$ cat src/rtl/exu_wb_pkg.sv
// Shared types and defaults for the execution-unit writeback arbiter.
package exu_wb_pkg;

   typedef enum logic [1:0] {
      SRC_NONE,
      SRC_ALU,
      SRC_DIV,
      SRC_RSR
   } src_e;

   localparam int unsigned DW_DEF      = 72;
   localparam int unsigned AGE_MAX_DEF = 4;
   localparam int unsigned AGE_W       = 3;

endpackage

$ cat src/rtl/exu_wb_age_ctr.sv
// Wait-age counter for one deferrable writeback requester; flags when the
// requester has waited long enough that the pipeline must be held off.
module exu_wb_age_ctr
   import exu_wb_pkg::*;
#(
   parameter int unsigned AGE_MAX = AGE_MAX_DEF
) (
   input  logic clk,
   input  logic rst_l,
   input  logic req_i,
   input  logic gnt_i,
   output logic hit_o
);

   localparam logic [AGE_W-1:0] Thresh = AGE_W'(AGE_MAX - 1);
   localparam logic [AGE_W-1:0] Sat    = '1;

   logic [AGE_W-1:0] age_q, age_d;
   logic             waiting;

   assign waiting = req_i & ~gnt_i;

   always_comb begin
      age_d = '0;
      if (waiting) begin
         age_d = (age_q == Sat) ? age_q : age_q + AGE_W'(1);
      end
   end

   assign hit_o = waiting & (age_q >= Thresh);

   always_ff @(posedge clk or negedge rst_l) begin
      if (!rst_l) begin
         age_q <= '0;
      end else begin
         age_q <= age_d;
      end
   end

endmodule

$ cat src/rtl/exu_wb_arb.sv
// Integer register-file writeback arbiter: pipeline ALU results always win,
// divider and restore results share the leftover slots round-robin.
module exu_wb_arb
   import exu_wb_pkg::*;
#(
   parameter int unsigned DW      = DW_DEF,
   parameter int unsigned AGE_MAX = AGE_MAX_DEF
) (
   input  logic          clk,
   input  logic          rst_l,
   input  logic          alu_vld,
   input  logic [4:0]    alu_rd,
   input  logic [DW-1:0] alu_data,
   input  logic          div_req,
   input  logic [4:0]    div_rd,
   input  logic [DW-1:0] div_data,
   input  logic          rsr_req,
   input  logic [4:0]    rsr_rd,
   input  logic [DW-1:0] rsr_data,
   output logic          div_ack,
   output logic          rsr_ack,
   output logic          pipe_hold,
   output logic          irf_wen,
   output logic [4:0]    irf_rd,
   output logic [DW-1:0] irf_data,
   output logic          err_hold_viol
);

   src_e          sel;
   logic          div_gnt, rsr_gnt;
   logic          ptr_q, ptr_d;  // 0 = divider next, 1 = restore next
   logic          div_hit, rsr_hit;
   logic          hold_q, hold_d;
   logic          err_q, err_d;
   logic          wen_q, wen_d;
   logic [4:0]    rd_q, rd_d;
   logic [DW-1:0] data_q, data_d;

   always_comb begin
      sel     = SRC_NONE;
      div_gnt = 1'b0;
      rsr_gnt = 1'b0;
      if (alu_vld) begin
         sel = SRC_ALU;
      end else if (div_req && (!rsr_req || !ptr_q)) begin
         sel     = SRC_DIV;
         div_gnt = 1'b1;
      end else if (rsr_req) begin
         sel     = SRC_RSR;
         rsr_gnt = 1'b1;
      end
   end

   // Acks are masked while reset is asserted so nothing pending is consumed.
   assign div_ack = div_gnt & rst_l;
   assign rsr_ack = rsr_gnt & rst_l;

   always_comb begin
      ptr_d = ptr_q;
      if (div_gnt) begin
         ptr_d = 1'b1;
      end else if (rsr_gnt) begin
         ptr_d = 1'b0;
      end
   end

   exu_wb_age_ctr #(
      .AGE_MAX (AGE_MAX)
   ) u_div_age (
      .clk   (clk),
      .rst_l (rst_l),
      .req_i (div_req),
      .gnt_i (div_gnt),
      .hit_o (div_hit)
   );

   exu_wb_age_ctr #(
      .AGE_MAX (AGE_MAX)
   ) u_rsr_age (
      .clk   (clk),
      .rst_l (rst_l),
      .req_i (rsr_req),
      .gnt_i (rsr_gnt),
      .hit_o (rsr_hit)
   );

   assign hold_d = div_hit | rsr_hit;
   assign err_d  = err_q | (hold_q & alu_vld);

   always_comb begin
      wen_d  = 1'b1;
      rd_d   = rd_q;
      data_d = data_q;
      unique case (sel)
         SRC_ALU: begin
            rd_d   = alu_rd;
            data_d = alu_data;
         end
         SRC_DIV: begin
            rd_d   = div_rd;
            data_d = div_data;
         end
         SRC_RSR: begin
            rd_d   = rsr_rd;
            data_d = rsr_data;
         end
         default: wen_d = 1'b0;
      endcase
   end

   always_ff @(posedge clk or negedge rst_l) begin
      if (!rst_l) begin
         ptr_q  <= 1'b0;
         hold_q <= 1'b0;
         err_q  <= 1'b0;
         wen_q  <= 1'b0;
         rd_q   <= '0;
         data_q <= '0;
      end else begin
         ptr_q  <= ptr_d;
         hold_q <= hold_d;
         err_q  <= err_d;
         wen_q  <= wen_d;
         rd_q   <= rd_d;
         data_q <= data_d;
      end
   end

   assign pipe_hold     = hold_q;
   assign err_hold_viol = err_q;
   assign irf_wen       = wen_q;
   assign irf_rd        = rd_q;
   assign irf_data      = data_q;

endmodule

$ cat config.mk
export PLATFORM = sky130hd
export DESIGN_NAME = exu_wb_arb
export DESIGN_NICKNAME = d
export VERILOG_FILES = /design/src/rtl/exu_wb_pkg.sv /design/src/rtl/exu_wb_age_ctr.sv /design/src/rtl/exu_wb_arb.sv
export SDC_FILE = /design/constraint.sdc
export NUM_CORES = 1
export LEC_CHECK = 0
export ABC_AREA = 1
export ABC_CLOCK_PERIOD_IN_PS = 2450
export CAP_MARGIN = 20
export CORE_AREA = 2 2 124 126
export DETAILED_ROUTE_END_ITERATION = 10
export DIE_AREA = 0 0 126 128
export DONT_BUFFER_PORTS = 1
export MAX_ROUTING_LAYER = met4
export PLACE_DENSITY = 0.5
export SLEW_MARGIN = 20
export SYNTH_ARGS = -nofsm -noshare
export SYNTH_HDL_FRONTEND = slang
export SYNTH_SLANG_ARGS = --single-unit
$ cat constraint.sdc
create_clock -name clk -period 2.45 [get_ports clk]
set_input_delay 0.1225 -clock clk [delete_from_list [all_inputs] [get_ports clk]]
set_output_delay 0.1225 -clock clk [all_outputs]
set_load 0.03 [all_outputs]
After elaboration in Yosys (flattened, before gate mapping) --
Cells that the tools add are included. Widths: inputs -> output; s select.
Storage, ports and cells: flip-flop bits (word level) 87, input port bits 236, output and inout port bits 82, word-level logic and storage cells 54
Cells by class: $add $sub $neg 2, magnitude comparators 2, equal/unequal tests 7, muxes and demuxes 17, bitwise gates (word level) 11, reduce and logical (&&, ||, !) cells 7
Operators with widths (count):
- $pmux 72 s3 | 1
- $pmux 5 s3 | 1
- $mux 3 | 4
- $mux 1 | 8
- $and 1x1->1 | 7
- $add 3x1->3 const B | 2
- $eq 3x3->1 const B | 2
- $ge 3x2->1 const B | 2
- $mux 2 | 3
- $eq 2x2->1 const B | 2
- $ne 2x2->1 const B | 2
- $reduce_bool 3->1 | 1
- $reduce_or 3->1 | 1
- $eq 2x1->1 const B | 1
- $logic_not 1->1 | 2
- $not 1->1 | 2
- $or 1x1->1 | 2
- $reduce_bool 2->1 | 1
- $logic_and 1x1->1 | 1
- $logic_or 1x1->1 | 1

Depth between registers and ports, before layout --
word-level depth 9, mapped depth 8, mapped depth without buffers 6

Modules after synthesis --
From an unflattened synthesis, not the netlist that was laid out.
Second synthesis, totals: cell total of the unflattened synthesis 735, area, all modules 5067.4 um^2
Modules (own cells, without submodules):
- exu_wb_arb | times used 1, cells an instance 687, area an instance 4697.0 um^2, sequential area each 2026.9 um^2
- exu_wb_age_ctr | times used 2, cells an instance 24, area an instance 185.2 um^2, sequential area each 75.1 um^2

Least setup slack after synthesis --
Ideal clock, no wire load.
kind register -> output, start register ptr_q, end output div_ack, arrival time 1.264 ns, data required time 2.328 ns, path slack 1.064 ns, stages on the path, launching flop included 6, path buffers 0, cell sequence dfrtp_1 -> nand2_4 -> nand2_2 -> nor2_2 -> inv_1 -> nor2_1
On the way: longest elaborated chain between the ends 6
Ends and longest elaborated chain:
- start, declared | line exu_wb_arb.sv:31 | logic ptr_q, ptr_d;
- start signal, assigned | line exu_wb_arb.sv:120 | ptr_q <= ptr_d;
- $logic_not 1->1 | line exu_wb_arb.sv:45 | end else if (div_req && (!rsr_req || !ptr_q)) begin
- $logic_or 1x1->1 | line exu_wb_arb.sv:45
- $logic_and 1x1->1 | line exu_wb_arb.sv:45
- $mux 1 | line exu_wb_arb.sv:45
- $mux 1 | line exu_wb_arb.sv:43 | if (alu_vld) begin
- $and 1x1->1 | line exu_wb_arb.sv:55 | assign div_ack = div_gnt & rst_l;
- end, declared | line exu_wb_arb.sv:20 | output logic div_ack,
No other way between the ends.

Worst setup path in the final report --
start register ptr_q, end register data_q[27], in the netlist irf_data[27]
On the way: longest elaborated chain between the ends 7, elaborated cells on any way between the ends 10, those cells by class eq/ne (3); mux (3); reduce/logical (4)
Ends and longest elaborated chain:
- $logic_not 1->1 (*) | line exu_wb_arb.sv:45
- $logic_or 1x1->1 (*) | line exu_wb_arb.sv:45
- $logic_and 1x1->1 (*) | line exu_wb_arb.sv:45
- $mux 2 (*) | line exu_wb_arb.sv:45
- $mux 2 (*) | line exu_wb_arb.sv:43
- $eq 2x2->1 or $eq 2x1->1 (tied branches) | line exu_wb_arb.sv:94 | unique case (sel)
- $pmux 72 s3 or $reduce_bool 3->1 (tied branches)
- end signal, assigned | line exu_wb_arb.sv:125 | data_q <= data_d;
- end, declared | line exu_wb_arb.sv:37 | logic [DW-1:0] data_q, data_d;
Every way passes the cells marked *; elsewhere a longest branch is shown, timed or not. A chain may end at the register's enable or synchronous reset.

==> metrics.json <==
{
  "status": {"value": "complete, no violations"},
  "irDropWorstVdd": {"value": 0.3170, "unit": "mV"},
  "initial_core_utilization": {"value": 0.3487},
  "grt_first_pass_wirelength": {"value": 28.52, "unit": "mm"},
  "synthesis.yosys.warnings": {"value": 0},
  "final_nets": {"value": 1042},
  "number_of_enable_flip_flop_cells_after_synthesis": {"value": 0},
  "power.density": {"value": 627.8, "unit": "nW/um^2"},
  "synthesis.instances": {"value": 723},
  "top_count_cell_post_synth": {"value": "nand2_1"},
  "power.static_leakage": {"value": 0.003214, "unit": "uW"},
  "required": {"value": 2.73, "unit": "ns"},
  "timing.critical_path.arrival": {"value": 2.62, "unit": "ns"},
  "grt_overflow": {"value": 0},
  "yosysUniqueCellTypes": {"value": 24},
  "num_rows": {"value": 45},
  "clock_tree_root": {"value": "clkbuf_16"},
  "gr-usage-all-layers": {"value": 0.2303},
  "avgRoutedWirePerCell": {"value": 18.94, "unit": "microns"},
  "detailroute.via_count": {"value": 5455},
  "sequential_cell_area_fraction_in_the_yosys_report": {"value": 0.4201},
  "clock_sinks": {"value": 87},
  "synth_top_area_share": {"value": 0.4201},
  "max_slew_margin": {"value": 0.3179},
  "worst_setup_end_kind": {"value": "flop"},
  "via_per_inst": {"value": 5.493},
  "cell_count_after_placement": {"value": 869},
  "clk-insertion-delay-late": {"value": 0.35, "unit": "ns"},
  "cts-buffers-inserted": {"value": 9},
  "port_buffers": {"value": 0},
  "post_synth.cell_area_avg": {"value": 7.168, "unit": "sq um"},
  "layout.cells.non_filler": {"value": 993},
  "p_sw_frac": {"value": 0.3467},
  "synth.cells.most_frequent": {"value": "nand2_1 (247), nand3_1 (114), dfrtp_1 (87)"},
  "die_outline_width": {"value": 126, "unit": "microns"},
  "first_pass_iters": {"value": 6},
  "critical_path_class": {"value": "reg2reg"},
  "place.gp.congestion": {"value": 0.8198},
  "cts_max_level": {"value": 3},
  "number_of_antenna_violations_at_the_first_check_in_global_routing": {"value": 0},
  "detailed_place_hpwl": {"value": 12.27, "unit": "mm"},
  "layout_utilization": {"value": 0.4503},
  "period_share": {"value": 0.9579},
  "area_growth": {"value": 29.16, "unit": "%"},
  "synth.net_count": {"value": 965},
  "combinational_fraction_of_design_power": {"value": 0.167},
  "starting_drc_count_in_detailed_routing": {"value": 337},
  "clockBufferDepth": {"value": 2},
  "max_freq": {"value": 426.1, "unit": "MHz"},
  "max_cap_violations": {"value": 0},
  "cellInternalPower": {"value": 2745, "unit": "uW"},
  "ys_top_cells_by_area": {"value": "dfrtp_1 (42%), nand2_1 (18%), nand3_1 (11%)"},
  "pin_count": {"value": 318},
  "layout-drive-gt1-share": {"value": 0.04472},
  "synth-main-ff-cell": {"value": "dfrtp_1"},
  "cts_tree": {"value": "yes"},
  "routed_wl": {"value": 18.81, "unit": "mm"},
  "holdCritPathClass": {"value": "in2reg"},
  "placeableCoreArea": {"value": 14860, "unit": "sq um"},
  "critPathLaunchType": {"value": "flop"},
  "pin_count_of_the_biggest_net_entering_global_routing": {"value": 88},
  "synthesis.area": {"value": 5182, "unit": "sq um"},
  "post-route-drc-count": {"value": 0},
  "number_of_pins_with_negative_max_slew_slack_in_the_final_report": {"value": 0},
  "sequentialPowerShare": {"value": 0.481},
  "synth_top_cell_by_area": {"value": "dfrtp_1"},
  "yosys_register_bits": {"value": 87},
  "report.final.hold_viol_count": {"value": 0},
  "die_area": {"value": 16130, "unit": "sq um"},
  "timing_worst_slew_pin_value": {"value": 1.020, "unit": "ns"},
  "power_frac_clock": {"value": 0.352},
  "remaining_number_of_nets_flagged_by_the_antenna_check_after_routing": {"value": 0},
  "die-height": {"value": 128, "unit": "microns"},
  "grt_pass1_vias": {"value": 5488},
  "net-switching-power": {"value": 1457, "unit": "uW"},
  "clock_slew_at_the_register_clock_pins_of_the_worst_setup_and_hold_paths": {"value": 0.08, "unit": "ns"},
  "ys_async_sr_fraction": {"value": 1.000},
  "final.min_clock_period": {"value": 2.347, "unit": "ns"},
  "critPathMaxFanout": {"value": 36},
  "timing.final.setup_violations": {"value": 0},
  "insertedDiodeCount": {"value": 0},
  "fin_worst_skew": {"value": 0.006311, "unit": "ns"}
}
[cell usage in the layout, fill, tap and decap left out, drive strengths merged]
cell type / instances
nand2: 249
nand4: 77
ha: 6
bufinv: 1
o21ai: 1
nand3: 114
a21o: 1
clkbuf: 10
inv: 87
a21boi: 27
a21oi: 4
xor2: 2
mux2i: 2
clkinv: 2
buf: 13
nor3: 1
clkinvlp: 1
nor2: 13
dlygate4sd3: 107
dfrtp: 87
[layer usage]
layer | vias up | wire, microns | share of wire | GRT usage
met3 | 42 | 1570 | 0.083 | 0.05551
met5 | - | 0 | 0 | -
met2 | 312 | 9309 | 0.49 | 0.3773
met4 | 0 | 535 | 0.028 | 0.1028
li1 | 2514 | - | - | -
met1 | 2587 | 7393 | 0.39 | 0.2700
[kinds of logic (layout without fill, tap and decap cells)]
family | after synthesis | count (layout) | synth area share
compound gates | 33 | 33 | 0.04539
xor+xnor | 2 | 2 | 0.003381
fa+ha+maj | 6 | 6 | 0.01449
buf+inv | 139 | 221 | 0.1125
flops | 87 | 87 | 0.4201
mux | 2 | 2 | 0.003863
simple gates | 454 | 454 | 0.4003
[worst paths after layout]
| check | end | depth (start not counted) | slack (ns) | start |
|---|---|---|---|---|
| worst max-delay path | irf_data[27]$_DFFE_PN0P_ | 6 | 0.10 | ptr_q$_DFFE_PN0P_ |
| worst min-delay path | irf_data[50]$_DFFE_PN0P_ | 4 | 0.02 | rsr_data[50] |
| worst max register to register | irf_data[27]$_DFFE_PN0P_ | 6 | 0.10 | ptr_q$_DFFE_PN0P_ |
| worst min register to register | u_rsr_age.age_q[1]$_DFFE_PN0P_ | 2 | 0.58 | u_rsr_age.age_q[1]$_DFFE_PN0P_ |
| max in group asynchronous | irf_data[0]$_DFFE_PN0P_ | 2 | 1.71 | rst_l |
| min in group asynchronous | err_hold_viol$_DFF_PN0_ | 2 | 0.37 | rst_l |
[sequential cells by signal (all words and copies together), names as in the netlist]
| name | flops |
|---|---|
| irf_rd | 5 |
| ptr_q | 1 |
| u_rsr_age.age_q | 3 |
| irf_data | 72 |
| irf_wen | 1 |
| pipe_hold | 1 |
| err_hold_viol | 1 |
| u_div_age.age_q | 3 |
[critical path, stage by stage, from the launching register on]
cell	delay, ns
dfrtp_1	0.44
nand2_8	0.20
nand2_2	0.33
buf_4	0.40
nand3_1	0.15
nand4_1	0.14
dlygate4sd3_1	0.60
[repair_timing]
item	in CTS	in global routing
gates resized for setup	0	2
hold buffers	108	0
buffers inserted	0	0
setup endpoints to repair	0	24
endpoints found under the hold margin	137	0
[stage by stage]
stage               setup slack [ns]  cell area (sq um)  hold slack (ns)  total power [uW]  setup TNS [ns]
CTS                          0.02112               6681          0.01053              4231               0
global route                -0.02079               6694          0.03985              4393        -0.02079
detailed placement            0.5412               5266          -0.1689              2526               0
finish                        0.1030               6694          0.02048              4203               0
global placement              0.6270               5266          -0.1702              2502               0
floorplan                      1.064               5182          -0.1731              2408               0
[power groups by stage]
| stage | sequential (uW) | clock, uW | combinational [uW] |
|---|---|---|---|
| after CTS | 2020 | 1520 | 696 |
| after global placement | 2040 | 0 | 458 |
| after floorplan | 1990 | 0 | 415 |
| final | 2020 | 1480 | 702 |
| after detailed placement | 2040 | 0 | 481 |
| after global routing | 2030 | 1570 | 789 |
[layout make-up]
type / count / area [sq um]
fillers: 1479 / 8170
multi-input cells: 497 / 2441
inverters: 85 / 319.1
well taps: 188 / 235.2
clock inverters: 6 / 77.57
repair buffers: 120 / 1205
clock buffers: 10 / 239.0
flip-flops and latches: 87 / 2177
Power figures use the tool's default switching activity.
